File: src/rtl/password_pkg.sv
// Shared types and width helpers for the password bank and its storage array.
package password_pkg;

  typedef enum logic [1:0] {
    IDLE,
    COLLECT,
    RESULT
  } state_t;

  function automatic int addr_w(input int digits);
    return ($clog2(digits) > 1) ? $clog2(digits) : 1;
  endfunction

  function automatic int slot_w(input int slots);
    return ($clog2(slots) > 1) ? $clog2(slots) : 1;
  endfunction

endpackage

File: src/rtl/password_mem.sv
// Slot x digit register array: gated write, registered read-back, and a
// combinational read port feeding the serial comparator.
module password_mem
  import password_pkg::*;
#(
  parameter int WIDTH  = 4,
  parameter int DIGITS = 4,
  parameter int SLOTS  = 2,
  localparam int ADDR_W = addr_w(DIGITS),
  localparam int SLOT_W = slot_w(SLOTS)
) (
  input  logic              CLK,
  input  logic              RST,
  input  logic              we,
  input  logic [SLOT_W-1:0] wr_slot,
  input  logic [ADDR_W-1:0] wr_addr,
  input  logic [WIDTH-1:0]  wr_data,
  input  logic [SLOT_W-1:0] rd_slot,
  input  logic [ADDR_W-1:0] rd_addr,
  output logic [WIDTH-1:0]  rd_data,
  input  logic [SLOT_W-1:0] cmp_slot,
  input  logic [ADDR_W-1:0] cmp_idx,
  output logic [WIDTH-1:0]  cmp_digit
);

  logic [WIDTH-1:0] mem [SLOTS][DIGITS];
  logic             rd_ok;

  assign rd_ok     = (int'(rd_slot) < SLOTS) && (int'(rd_addr) < DIGITS);
  assign cmp_digit = mem[cmp_slot][cmp_idx];

  always_ff @(posedge CLK) begin
    if (RST) begin
      mem     <= '{default: '0};
      rd_data <= '0;
    end else begin
      if (we) mem[wr_slot][wr_addr] <= wr_data;
      rd_data <= rd_ok ? mem[rd_slot][rd_addr] : '0;
    end
  end

endmodule

File: src/rtl/password_bank.sv
// Multi-slot password store with serial verifier, failure counter and lockout.
module password_bank
  import password_pkg::*;
#(
  parameter int WIDTH    = 4,
  parameter int DIGITS   = 4,
  parameter int SLOTS    = 2,
  parameter int MAX_FAIL = 3,
  localparam int ADDR_W = addr_w(DIGITS),
  localparam int SLOT_W = slot_w(SLOTS),
  localparam int FC_W   = $clog2(MAX_FAIL + 1)
) (
  input  logic              CLK,
  input  logic              RST,
  input  logic [SLOT_W-1:0] slot_sel,
  input  logic              wr_en,
  input  logic [ADDR_W-1:0] wr_addr,
  input  logic [WIDTH-1:0]  wr_data,
  input  logic [ADDR_W-1:0] rd_addr,
  output logic [WIDTH-1:0]  rd_data,
  input  logic              cmp_start,
  input  logic              digit_valid,
  input  logic [WIDTH-1:0]  digit,
  input  logic              cmp_abort,
  input  logic              unlock,
  output logic              busy,
  output logic              done,
  output logic              match,
  output logic              wr_err,
  output logic              locked,
  output logic [FC_W-1:0]   fail_cnt
);

  state_t            state, state_nxt;
  logic [SLOT_W-1:0] slot_q;
  logic [ADDR_W-1:0] idx_q;
  logic              mism_q;
  logic [WIDTH-1:0]  cmp_digit;
  logic              slot_ok, addr_ok, wr_ok, start_ok;
  logic              take_digit, digit_ne, last_digit;

  assign slot_ok    = int'(slot_sel) < SLOTS;
  assign addr_ok    = int'(wr_addr) < DIGITS;
  assign wr_ok      = wr_en && (state == IDLE) && slot_ok && addr_ok;
  assign start_ok   = cmp_start && (state == IDLE) && !locked && slot_ok;
  assign take_digit = (state == COLLECT) && !cmp_abort && digit_valid;
  assign digit_ne   = digit != cmp_digit;
  assign last_digit = idx_q == ADDR_W'(DIGITS - 1);
  assign busy       = state == COLLECT;
  assign done       = state == RESULT;

  password_mem #(
    .WIDTH (WIDTH),
    .DIGITS(DIGITS),
    .SLOTS (SLOTS)
  ) u_mem (
    .CLK      (CLK),
    .RST      (RST),
    .we       (wr_ok),
    .wr_slot  (slot_sel),
    .wr_addr  (wr_addr),
    .wr_data  (wr_data),
    .rd_slot  (slot_sel),
    .rd_addr  (rd_addr),
    .rd_data  (rd_data),
    .cmp_slot (slot_q),
    .cmp_idx  (idx_q),
    .cmp_digit(cmp_digit)
  );

  always_ff @(posedge CLK) begin
    if (RST) state <= IDLE;
    else     state <= state_nxt;
  end

  always_comb begin
    state_nxt = state;
    case (state)
      IDLE:    if (start_ok) state_nxt = COLLECT;
      COLLECT: begin
        if (cmp_abort)                     state_nxt = IDLE;
        else if (digit_valid && last_digit) state_nxt = RESULT;
      end
      RESULT:  state_nxt = IDLE;
      default: state_nxt = IDLE;
    endcase
  end

  // match is registered on the last digit so it is already valid while done is high
  always_ff @(posedge CLK) begin
    if (RST) begin
      slot_q   <= '0;
      idx_q    <= '0;
      mism_q   <= 1'b0;
      match    <= 1'b0;
      wr_err   <= 1'b0;
      locked   <= 1'b0;
      fail_cnt <= '0;
    end else begin
      wr_err <= wr_en && !wr_ok;
      if (start_ok) begin
        slot_q <= slot_sel;
        idx_q  <= '0;
        mism_q <= 1'b0;
        match  <= 1'b0;
      end
      if ((state == IDLE) && unlock) begin
        locked   <= 1'b0;
        fail_cnt <= '0;
      end
      if (take_digit) begin
        mism_q <= mism_q | digit_ne;
        idx_q  <= idx_q + ADDR_W'(1);
        if (last_digit) match <= !(mism_q | digit_ne);
      end
      if (state == RESULT) begin
        if (!mism_q) begin
          fail_cnt <= '0;
        end else if (fail_cnt != FC_W'(MAX_FAIL)) begin
          fail_cnt <= fail_cnt + FC_W'(1);
          if (fail_cnt == FC_W'(MAX_FAIL - 1)) locked <= 1'b1;
        end
      end
    end
  end

endmodule
File: config.mk
export PLATFORM = sky130hd
export DESIGN_NAME = password_bank
export DESIGN_NICKNAME = d
export VERILOG_FILES = /design/src/rtl/password_pkg.sv /design/src/rtl/password_mem.sv /design/src/rtl/password_bank.sv
export SDC_FILE = /design/constraint.sdc
export NUM_CORES = 1
export LEC_CHECK = 0
export BUFFER_PORTS_ARGS = -buffer_cell sky130_fd_sc_hd__buf_2
export CAP_MARGIN = 40
export CELL_PAD_IN_SITES_DETAIL_PLACEMENT = 0
export CELL_PAD_IN_SITES_GLOBAL_PLACEMENT = 2
export CORE_AREA = 3 3 86 88
export CTS_CLUSTER_DIAMETER = 40
export DETAILED_ROUTE_END_ITERATION = 7
export DIE_AREA = 0 0 89 91
export GPL_ROUTABILITY_DRIVEN = 0
export PLACE_DENSITY_LB_ADDON = 0.05
export SYNTH_ARGS = -nofsm -noshare
export SYNTH_HDL_FRONTEND = slang
export SYNTH_SLANG_ARGS = --single-unit
File: constraint.sdc
create_clock -name CLK -period 2.1 [get_ports CLK]
set_input_delay 0.21 -clock CLK [delete_from_list [all_inputs] [get_ports CLK]]
set_output_delay 0.21 -clock CLK [all_outputs]
set_load 0.02 [all_outputs]
; ---- Yosys cells after proc, flatten, opt, wreduce, memory -nomap -nowiden
; Cells that the tools add are included.
[classes]
n_addsub = 2
n_lt_le_gt_ge = 7
n_eq_ne = 8
mux = 37
bitwise_logic = 6
n_reduce_logical = 17
[op_table]
columns = cell, n
row1 = $mux W16, 7
row2 = $bwmux W32, 1
row3 = $mux W4, 5
row4 = $mux W2, 9
row5 = $bmux W4 S2, 2
row6 = $demux W16 S1, 1
row7 = $logic_and A1 B1 Y1, 10
row8 = $mux W1, 10
row9 = $ge A3 B3 Y1 const B, 3
row10 = $not A2 Y3, 3
row11 = $demux W4 S2, 1
row12 = $eq A2 B2 Y1 const B, 3
row13 = $add A2 B1 Y2 const B, 2
row14 = $ge A2 B2 Y1 const B, 2
row15 = $logic_not A1 Y1, 4
row16 = $ne A2 B2 Y1 const B, 2
row17 = $ne A4 B4 Y1, 1
row18 = $not A1 Y2, 2
row19 = $pmux W2 S2, 1
row20 = $lt A3 B1 Y1 const B, 1
row21 = $ne A3 B2 Y1 const B, 1
row22 = $eq A2 B1 Y1 const B, 1
row23 = $logic_not A2 Y1, 1
row24 = $lt A2 B1 Y1 const B, 1
row25 = 3 further kinds, 3
[word_totals]
ff_bits = 47
inputBits = 20
out_inout_bits = 11
word_cells = 94

; ---- Depth between registers and ports, before layout
; Gate-level depths: netlist of the first run.
[logic_depth]
depth_word = 12
mapped_depth = 8
ltp_nobuf = 6

; ---- By module
; A second synthesis of the first run with hierarchy kept.
[hier_totals]
cells_unflattened = 228
area_unflattened_um2 = 2463.6
[by_module_without_submodules]
columns = module, instances, cells_per_inst, area_each_um2, seq_area_each_um2
row1 = password_mem, 1, 156, 1838.0, 720.7
row2 = password_bank, 1, 72, 625.6, 220.2

; ---- Worst setup path after synthesis of the first run
; OpenSTA, ideal clock, no wires.
[synth_path]
kind = flip-flop to flip-flop
startpoint = register slot_q
endpoint = register mism_q
setup_time_ns = 0.130
t_arrival_ns = 1.707
required_ns = 1.970
slack_ns = 0.263
path_stages_with_launch = 8
n_path_buf = 2
path_cell_list = dfxtp_1 > buf_4 > buf_12 > mux2i_1 > mux4_2 > xnor2_1 > nor4_1 > o31ai_1
[synth_via]
elab_chain_len = 10
[synth_lines]
columns = item, line_no
row1 = start: declaration, password_bank.sv:35  ; logic [SLOT_W-1:0] slot_q;
row2 = start signal: assignment, password_bank.sv:102  ; slot_q <= slot_sel;
row3 = $not A1 Y2 (not written as such), password_mem.sv:30  ; assign cmp_digit = mem[cmp_slot][cmp_idx];
row4 = $mux W16 (not written as such) (3 in a row), password_mem.sv:30
row5 = $bmux W4 S2, password_mem.sv:30
row6 = $mux W4 (not written as such) (2 in a row), password_mem.sv:30
row7 = $ne A4 B4 Y1, password_bank.sv:47  ; assign digit_ne = digit != cmp_digit;
row8 = $or A1 B1 Y1, password_bank.sv:112  ; mism_q <= mism_q | digit_ne;
row9 = $mux W1, password_bank.sv:111  ; if (take_digit) begin
row10 = end signal: assignment, password_bank.sv:112
row11 = end: declaration, password_bank.sv:37  ; logic mism_q;
; No other way between the ends. The select of a mux whose other input is x is not followed.
; A chain may end at the register's enable or synchronous reset.

; ---- Worst setup path after layout of the first run
[layout_path]
startpoint = register idx_q[0]
endpoint = register match
[layout_via]
elab_chain_len = 9
[layout_lines]
columns = item, line_no
row1 = start: declaration, password_bank.sv:36  ; logic [ADDR_W-1:0] idx_q;
row2 = start signal: assignment, password_bank.sv:113  ; idx_q <= idx_q + ADDR_W'(1);
row3 = $not A2 Y3 (not written as such), password_mem.sv:30
row4 = $bmux W4 S2, password_mem.sv:30
row5 = $mux W4 (not written as such) (2 in a row), password_mem.sv:30
row6 = $ne A4 B4 Y1, password_bank.sv:47
row7 = $or A1 B1 Y1, password_bank.sv:114  ; if (last_digit) match <= !(mism_q | digit_ne);
row8 = $logic_not A1 Y1, password_bank.sv:114
row9 = $mux W1 *, password_bank.sv:114
row10 = $mux W1 *, password_bank.sv:111
row11 = end signal: assignment, password_bank.sv:114
row12 = end: declaration, password_bank.sv:28  ; output logic match,
; Every way passes the cells marked *; elsewhere a longest branch is shown, timed or not. The select of a mux whose other input is x is not followed.

==> out/qor.yml, run 1 <==
outcome:
  outcome: "finished clean"
setup_path:
  startpoint: "idx_q[0]"
  critPathBufInv: 0
  crit_arrival_ns: 2.15
  cp_slowest_stage_delay_ns: 0.57
  start_kind: "register"
  critPathRequiredTime_ns: 2.35
  crit_chain: "mux4_2 -> xnor2_1 -> nor4_1 -> a32o_1"
  crit_type: "register to register"
  cp-end-kind: "register"
  crit_family: "flip-flops"
  critPathSlowestCell: "dfxtp_1"
  r2r-start: "idx_q[0]"
  path_max_fanout: 7
clocking:
  cts_buffers: 5
  h-tree-depth: 2
  path_clk_slew_ns: 0.09
  hold_buffers: 0
  clk_path_buf_depth: 2
  root_buffer: "clkbuf_8"
  cts_tree: "built"
  ctsResizeCount: 0
  cts.sinks: 47
  post_cts_buffers: 0
  insertion_delay_ns: 0.30
layout:
  area_delta_synth_final_pct: 15.4
  drive_gt1_frac: 0.223
  stdcell_count: 358
  antenna_cells: 0
  nNetsFinal: 300
synth:
  synth_compound_area_frac: 0.0748
  synth.area.mux_share: 0.270
  syn_area_mm2: 0.00237
  synth_area_leader_cell: "dfxtp_1"
  synth_fa_ha_area_frac: 0.0158
  synth-seq-cells: 47
  synth_most_common_cell: "dfxtp_1"
  synthFlopType: "dfxtp_1"
  synth_top_family_by_area: "multiplexers"
  synthSimpleGateAreaFrac: 0.182
  netlist_top_cells_count: "47 x dfxtp_1, 37 x mux2i_1, 28 x nand2_1, 28 x nor2_1"
  syn_nets: 274
  synth_edf_count: 0
  yosys-top-cells-area: "dfxtp_1 40%, mux2i_1 16%, mux4_2 11%"
  synthCells: 251
  ys_seq_area_frac: 0.396
  yosysTopAreaCellShare: 0.396
  synth_xor_xnor_area_share: 0.0111
  syn_area_per_cell_um2: 9.46
  ys_async_sr_fraction: 0
  synth.distinct_cells: 30
  yosysWarnings: 0
grt:
  grt_pass1_vias: 1844
  antenna_found_initial: 0
  grt.overflow.total: 0
  grt_pass1_wl_mm: 9.86
  grt_max_degree: 28
  grt_usage: 0.160
placed_design:
  dp_slack_ns: 0.196
  io_buffers: 30
  place_hpwl_mm: 4.62
  place_inst: 350
route:
  ant_nets: 0
  first_pass_iters: 4
  wl_mm: 6.09
  drc_errors: 0
  drt-wirelength-per-cell_um: 17.0
  vias: 1833
  drt_iter0_markers: 83
  avgViaCountPerCell: 5.12
power:
  switchingPower_uw: 454
  power_frac_clock: 0.418
  powerDensity_mw_per_mm2: 701
  p_comb_frac: 0.100
  netSwitchingFraction: 0.236
  leakage_nw: 1.06
  p_int_mw: 1.47
  vdd_drop_max_mv: 0.234
  seq_power_share: 0.482
floorplanning:
  dieArea_mm2: 0.00810
  die_w_um: 89
  core_area_mm2: 0.00672
  die_y_um: 91
  start_util: 0.353
  ios: 31
  row_count: 30
timing:
  setup-tns-final_ns: 0
  fmax_ghz: 0.527
  finalHoldViolCount: 0
  rsz0062_at_grt: "false"
  timing.final.crit_share: 0.904
  hold_ws_ns: 0.174
  clock-skew-final_ns: 0.00438
  maxSlewViolCount: 0
  tightest_slew_ns: 0.550
  max_slew_margin: 0.634
  finalCriticalPeriod_ns: 1.90
  fin_ws_ns: 0.202
  setup_viol_count_final: 0
job:
  drv_cap: 0
worst_hold_path:
  worstHoldStart: "digit_valid"
  hold_class: "input pin to register"
==> power groups by stage <==
stage                     Sequential, mW  Combinational (mW)  Clock (mW)
after floorplan                    0.938               0.136           0
after global placement             0.948               0.195           0
after detailed placement           0.948               0.194           0
after CTS                          0.927               0.195       0.833
after global routing               0.930               0.212       0.861
final                              0.927               0.191       0.803
==> sequential cells by signal, summed over array words and instances (netlist names) <==
signal,count
wr_err,1
locked,1
match,1
mism_q,1
u_mem.rd_data,4
slot_q,1
idx_q,2
state,2
u_mem.mem,32
fail_cnt,2
==> metrics by stage <==
step            util  instance area [um2]  total power, mW
3_3_place_gp   0.388                 2610             1.14
2_1_floorplan      -                 2370             1.07
5_1_grt        0.408                 2740             2.00
3_5_place_dp   0.388                 2610             1.14
6_report       0.408                 2740             1.92
4_1_cts        0.408                 2740             1.95
==> kinds of logic (layout without fill, tap and decap cells) <==
| family | Yosys count | after routing |
|---|---|---|
| XOR/XNOR | 3 | 3 |
| buffers and inverters | 24 | 51 |
| flip-flops | 47 | 47 |
| AND/OR/NAND/NOR | 94 | 94 |
| multiplexers | 49 | 49 |
| AO/OA/AOI/OAI | 31 | 31 |
| adder cells (fa/ha/maj) | 3 | 3 |
==> cell usage in the layout, fill, tap and decap left out <==
| master | synthesis | layout |
|---|---|---|
| inv_1 | 3 | 3 |
| a21o_1 | 2 | 2 |
| a32o_1 | 1 | 1 |
| clkbuf_8 | 0 | 5 |
| and3_1 | 3 | 3 |
| ha_1 | 3 | 3 |
| nand3b_1 | 1 | 1 |
| nor2_1 | 28 | 28 |
| buf_2 | 5 | 30 |
| xnor2_1 | 3 | 3 |
| o31ai_1 | 2 | 2 |
| nor4b_2 | 1 | 1 |
| nor4b_1 | 1 | 1 |
| mux2i_1 | 37 | 37 |
| nor4_1 | 1 | 1 |
| a21oi_1 | 21 | 21 |
| a22oi_1 | 2 | 2 |
| nor3b_1 | 1 | 1 |
| nand3_1 | 21 | 21 |
| o21ai_0 | 2 | 2 |
| clkinvlp_4 | 0 | 1 |
| nor2b_1 | 6 | 6 |
| nor3_1 | 2 | 2 |
| buf_4 | 1 | 9 |
| bufinv_16 | 0 | 2 |
| mux4_2 | 12 | 12 |
| o21bai_1 | 1 | 1 |
| nand2_1 | 28 | 28 |
| buf_12 | 1 | 1 |
| dfxtp_1 | 47 | 47 |
| or2_2 | 1 | 1 |
==> metal layers <==
layer / GRT usage / share of wire / up-vias
met5: 0 / 0 / -
met4: 0.0372 / 0.0099 / 0
met3: 0.0290 / 0.031 / 6
met2: 0.248 / 0.46 / 26
met1: 0.230 / 0.50 / 862
li1: - / - / 939
==> worst min-delay path: cells and delay by family <==
family	cells	cell delay, ns
compound gates	1	0.05
buf+inv	1	0.12
simple gates	1	0.06
==> final timing paths <==
path,endpoint,slack [ns],cells after the start
max reg2reg,match,0.20,4
min,idx_q[1],0.17,3
max,match,0.20,4
min reg2reg,u_mem.mem[30],0.48,2
==> area by class of cell <==
| cell class | instances | area, um2 |
|---|---|---|
| fill | 690 | 3980 |
| clock buffer | 5 | 68.8 |
| sequential | 47 | 941 |
| timing repair buffer | 40 | 238 |
| clock inverter | 3 | 67.6 |
| tap | 80 | 100 |
| inverter | 3 | 11.3 |
| multi-input combinational | 180 | 1320 |
Power figures use the tool's default switching activity.
==> run 2: changes to the inputs <==
RECOVER_POWER = 50   (was unset)
==> run 2 against run 1 <==
Against the previous run: die area unchanged; fmax barely moved; via count decreased by 0.11%; critical path depth is the same; critical path type unchanged; hold slack hardly changed; non-clock buffer count unchanged; final area fell by 0.87%; clock skew about the same; largest power group unchanged; wire length up 0.36%.
==> out/qor.yml, run 2 (synthesis results as in run 1) <==
power:
  leakage_nw: 1.01  # -5.3%
  totalPowerFinal_mw: 1.92  # about the same
  vdd_drop_max_mv: 0.235  # +0.24%
  powerDensity_mw_per_mm2: 707  # +0.86%
layout:
  final_cell_area_mm2: 0.00272  # -0.87%
  antenna_cells: 0  # unchanged
  layout_commonest_cell: "dfxtp_1"
  final_cell_mix: "47 x dfxtp_1, 37 x mux2i_1, 28 x nand2_1, 28 x nor2_1"
  n_fill_cell: 699  # +1.3%
  largest_register_ffs: 32  # unchanged
  regMostFlops: "u_mem.mem"
  reg_top3: "u_mem.mem: 32 flops, u_mem.rd_data: 4 flops"
  nNetsFinal: 300  # unchanged
  regArea_um2: 941  # unchanged
  multi_input_area_mm2: 0.00132  # unchanged
  area_delta_synth_final_pct: 14.4
  drive_gt1_frac: 0.176  # -0.0468
  utilization: 0.404  # -0.00354
timing:
  finalCriticalPeriod_ns: 1.90  # -0.00160 ns
  setup_viol_count_final: 0  # unchanged
  tightest_slew_ns: 0.541  # -0.00835 ns
  setup-tns-final_ns: 0  # unchanged
  maxSlewViolCount: 0  # unchanged
  fin_ws_ns: 0.203  # +0.00160 ns
  fmax_ghz: 0.527  # about the same
  timing.final.crit_share: 0.903  # about the same
  finalHoldViolCount: 0  # unchanged
  clock-skew-final_ns: 0.00441  # +0.0000291 ns
  max_slew_margin: 0.639  # +0.00556
  rsz0062_at_grt: "false"
clocking:
  ctsResizeCount: 0  # unchanged
  root_buffer: "clkbuf_8"
  cts_buffers: 5  # unchanged
  h-tree-depth: 2  # unchanged
  cts.sinks: 47  # unchanged
  cts_tree: "built"
  clk_path_buf_depth: 2  # unchanged
  post_cts_buffers: 0  # unchanged
  insertion_delay_ns: 0.30  # about the same
  path_clk_slew_ns: 0.09  # about the same
  hold_buffers: 0  # unchanged
route:
  dr_wl_met2_mm: 2.79  # -0.21%
  drt_iter0_markers: 77  # -7.2%
  wl_mm: 6.11  # +0.36%
  ant_nets: 0  # unchanged
  vias: 1831  # -0.11%
  maxUsedRoutingLayer: "met4"
  first_pass_iters: 4  # unchanged
  avgViaCountPerCell: 5.11  # -0.11%
  wl_met1_mm: 3.08  # +0.89%
  met3_length_um: 192  # +1.6%
  drt-wirelength-per-cell_um: 17.1  # +0.36%
  drc_errors: 0  # unchanged
grt:
  grt_max_degree: 28  # unchanged
  grt_pass1_vias: 1844  # unchanged
  antenna_found_initial: 0  # unchanged
  grt_pass1_wl_mm: 9.86  # unchanged
  grt_usage: 0.160  # unchanged
  grt.overflow.total: 0  # unchanged
setup_path:
  r2r.worst_path.cells: 4  # unchanged
  cp_slowest_stage_delay_ns: 0.57  # about the same
  crit_type: "register to register"
  timing.rr.end: "match"
  cp-end-kind: "register"
  crit_chain: "mux4_2 -> xnor2_1 -> nor4_1 -> a32o_1"
  path_max_fanout: 7  # unchanged
  critPathRequiredTime_ns: 2.35  # about the same
  start_kind: "register"
  r2r-start: "idx_q[0]"
  critPathSlowestCell: "dfxtp_1"
  crit_arrival_ns: 2.15  # about the same
  r2r_setup_slack_ns: 0.20  # about the same
floorplanning:
  dieArea_mm2: 0.00810  # unchanged
  ios: 31  # unchanged
  start_util: 0.353  # unchanged
  die_y_um: 91  # unchanged
  die_w_um: 89  # unchanged
  row_count: 30  # unchanged
  core_area_mm2: 0.00672  # unchanged
worst_hold_path:
  whs_path_depth: 3  # unchanged
  worstHoldStart: "digit_valid"
  hold_class: "input pin to register"
  hold_path_end: "idx_q[1]"
placed_design:
  place_hpwl_mm: 4.62  # unchanged
  dp_slack_ns: 0.196  # unchanged
  placed_area_mm2: 0.00261  # unchanged
  io_buffers: 30  # unchanged
outcome:
  outcome: "finished clean"
job:
  drv_cap: 0  # unchanged
## run 2: cell count changes in the layout (fill, tap and decap cells not counted), sizes merged
cell    before  now
clkbuf       5   19
buf         40   26
## run 2: metrics by stage
step,std cells,hold slack [ns]
after global placement,350,0.464
after floorplan,251,0.358
after detailed placement,350,0.465
after global routing,358,0.175
after CTS,358,0.165
final,358,0.175
## run 2: critical path, delay by kind of cell (launching register included)
kind / cells / cell delay, ns
AOI/OAI and AO/OA: 1 / 0.18
xor gates and xnor gates: 1 / 0.14
DFF: 1 / 0.57
muxes: 1 / 0.56
and+or+nand+nor: 1 / 0.40
## run 2: worst max path at each step
| stage | from | end | slack (ns) | cells after the start |
|---|---|---|---|---|
| after global routing | idx_q[0] | mism_q | 0.07 | 4 |
| after global placement | idx_q[0] | mism_q | 0.24 | 4 |
| after CTS | idx_q[0] | match | 0.17 | 4 |
| final | idx_q[0] | match | 0.20 | 4 |
| after floorplan | slot_q | mism_q | 0.26 | 7 |
| after detailed placement | idx_q[0] | match | 0.20 | 4 |
## run 2: layer usage
layer	GRT usage	vias up
met2	0.248	24
met4	0.0372	0
met3	0.0290	6
met1	0.230	862
met5	0	-
li1	-	939
## run 2: report_power, final
part	switching (mW)	internal [mW]
Combinational	0.107	0.0807
Sequential	0.0192	0.908
Clock	0.332	0.475
## run 2: area by class of cell
| type | instances | share of cell area |
|---|---|---|
| Clock buffer | 5 | 0.0253 |
| Clock inverter | 3 | 0.0249 |
| Inverter | 3 | 0.00414 |
| Multi-Input combinational cell | 180 | 0.484 |
| Sequential cell | 47 | 0.346 |
| Tap cell | 80 | 0.0368 |
| Timing Repair Buffer | 40 | 0.0787 |
==> run 3: changes to the inputs <==
CTS_BUF_LIST = sky130_fd_sc_hd__clkbuf_8 sky130_fd_sc_hd__clkbuf_16   (was unset)
REMOVE_ABC_BUFFERS = 1   (was unset)
SKIP_LAST_GASP = 1   (was unset)
==> run 3 against run 2 <==
Against the previous run: critical path depth grew 1; total power decreased by 5.4%; clock-buffer cell count grew 1; via count is 1.7% higher; clock power decreased by 13%; highest routed layer unchanged.
==> out/qor.yml, run 3 (synthesis results as in run 1) <==
floorplanning:
  start_util: 0.353  # unchanged
  core_area_mm2: 0.00672  # unchanged
  die_w_um: 89  # unchanged
  row_count: 30  # unchanged
  ios: 31  # unchanged
  dieArea_mm2: 0.00810  # unchanged
  die_y_um: 91  # unchanged
timing:
  setup_viol_count_final: 0  # unchanged
  clock-skew-final_ns: 0.0103  # +0.00592 ns
  tightest_slew_ns: 0.488  # -0.0537 ns
  setup-tns-final_ns: 0  # unchanged
  timing.final.crit_share: 0.905  # +0.00173
  finalCriticalPeriod_ns: 1.90  # +0.00363 ns
  fin_ws_ns: 0.199  # -0.00363 ns
  fmax_ghz: 0.526  # -0.19%
  finalHoldViolCount: 0  # unchanged
  rsz0062_at_grt: "false"
  maxSlewViolCount: 0  # unchanged
  hold_ws_ns: 0.183  # +0.00777 ns
  max_slew_margin: 0.675  # +0.0358
power:
  netSwitchingFraction: 0.243  # +0.00490
  seq_power_share: 0.509  # +0.026
  p_comb_frac: 0.105  # +0.007
  powerDensity_mw_per_mm2: 673  # -4.9%
  power_frac_clock: 0.386  # -0.034
  leakage_nw: 1.00  # -0.21%
  p_int_mw: 1.37  # -6.0%
  switchingPower_uw: 442  # -3.5%
  vdd_drop_max_mv: 0.348  # +48%
clocking:
  cts_buffers: 5  # unchanged
  h-tree-depth: 2  # unchanged
  insertion_delay_ns: 0.30  # about the same
  cts_tree: "built"
  root_buffer: "clkbuf_8"
  ctsResizeCount: 0  # unchanged
  path_clk_slew_ns: 0.09  # about the same
  cts.sinks: 47  # unchanged
  hold_buffers: 0  # unchanged
  post_cts_buffers: 0  # unchanged
  clk_path_buf_depth: 2  # unchanged
route:
  avgViaCountPerCell: 5.20  # +1.7%
  drc_errors: 0  # unchanged
  wl_mm: 6.03  # -1.3%
  drt_iter0_markers: 77  # unchanged
  first_pass_iters: 4  # unchanged
  ant_nets: 0  # unchanged
  drt-wirelength-per-cell_um: 16.8  # -1.3%
  vias: 1863  # +1.7%
layout:
  drive_gt1_frac: 0.176  # unchanged
  antenna_cells: 0  # unchanged
  area_delta_synth_final_pct: 13.8
  n_fill_cell: 706  # +1.0%
  regArea_um2: 941  # unchanged
  layout_commonest_cell: "dfxtp_1"
  reg_top3: "u_mem.mem: 32 flops, u_mem.rd_data: 4 flops"
  multi_input_area_mm2: 0.00132  # unchanged
  nNetsFinal: 300  # unchanged
  largest_register_ffs: 32  # unchanged
  stdcell_count: 358  # unchanged
  final_cell_mix: "47 x dfxtp_1, 37 x mux2i_1, 28 x nand2_1, 28 x nor2_1"
  regMostFlops: "u_mem.mem"
grt:
  grt_max_degree: 25  # -11%
  grt_pass1_wl_mm: 9.70  # -1.6%
  grt.met2_usage: 0.234  # -0.0142
  grt.overflow.total: 0  # unchanged
  grt_use_met1: 0.232  # +0.00226
  grt_pass1_vias: 1787  # -3.1%
  grt_usage: 0.157  # -0.00240
  grt_util_met3: 0.0336  # +0.00454
  antenna_found_initial: 0  # unchanged
  busiest_layer: "met2"
worst_hold_path:
  hold_class: "input pin to register"
  worstHoldStart: "digit_valid"
job:
  drv_cap: 0  # unchanged
setup_path:
  r2r_setup_slack_ns: 0.20  # about the same
  cp_slowest_stage_delay_ns: 0.42  # -0.15 ns
  critPathRequiredTime_ns: 2.27  # -0.08 ns
  r2r-start: "state[1]"
  cp-end-kind: "register"
  crit_arrival_ns: 2.07  # -0.08 ns
  critPathSlowestCell: "dfxtp_1"
  startpoint: "state[1]"
  crit_family: "simple AND/OR/NAND/NOR gates"
  path_max_fanout: 9  # +2
  crit_chain: "nor4b_2 -> clkbuf_1 -> and3_1 -> mux2i_1 -> nor2_1"
  crit_type: "register to register"
  critPathBufInv: 1  # +1
  start_kind: "register"
placed_design:
  dp_slack_ns: 0.220  # +0.0241 ns
  io_buffers: 30  # unchanged
  place_inst: 350  # unchanged
  place_hpwl_mm: 4.62  # about the same
outcome:
  outcome: "finished clean"
-- run 3: cell count changes in the layout (fill, tap and decap cells not counted) --
cell	change
buf_4	+1
clkinv_2	+1
bufinv_16	-1
clkbuf_8	+1
clkinvlp_4	-1
clkbuf_2	-1
-- run 3: path summary, 6_finish.rpt --
check,to,depth (start not counted)
worst max-delay path,u_mem.mem[16],5
worst min-delay path,idx_q[1],3
worst max register to register,u_mem.mem[16],5
worst min register to register,u_mem.mem[7],2
-- run 3: cell type report --
cell class              count  area share
multi-input cells         180       0.487
flip-flops and latches     47       0.348
repair buffers             40      0.0801
well taps                  80      0.0371
clock buffers               6      0.0306
clock inverters             2      0.0130
inverters                   3     0.00417
-- run 3: power by group through the flow --
stage	combinational [mW]	clock, mW	sequential, mW
3_3_place_gp	0.197	0	0.948
2_1_floorplan	0.0893	0	0.949
5_1_grt	0.209	0.761	0.929
6_report	0.191	0.700	0.926
4_1_cts	0.197	0.725	0.926
3_5_place_dp	0.197	0	0.947
-- run 3: metrics by stage --
step,area (um2),utilization,power [mW]
4_1_cts,2720,0.405,1.85
2_1_floorplan,2270,-,1.04
6_report,2700,0.402,1.82
3_3_place_gp,2610,0.388,1.15
5_1_grt,2700,0.402,1.90
3_5_place_dp,2610,0.388,1.14
-- run 3: layer usage --
| metal | vias to the layer above | share of wire |
|---|---|---|
| li1 | 937 | - |
| met1 | 879 | 0.49 |
| met2 | 41 | 0.46 |
| met3 | 6 | 0.044 |
| met4 | 0 | 0.0090 |
| met5 | - | 0 |
-- run 3: worst register-to-register path, stage by stage, from the launching register on --
cell,delay [ns]
dfxtp_1,0.42
nor4b_2,0.28
clkbuf_1,0.39
and3_1,0.42
mux2i_1,0.22
nor2_1,0.05
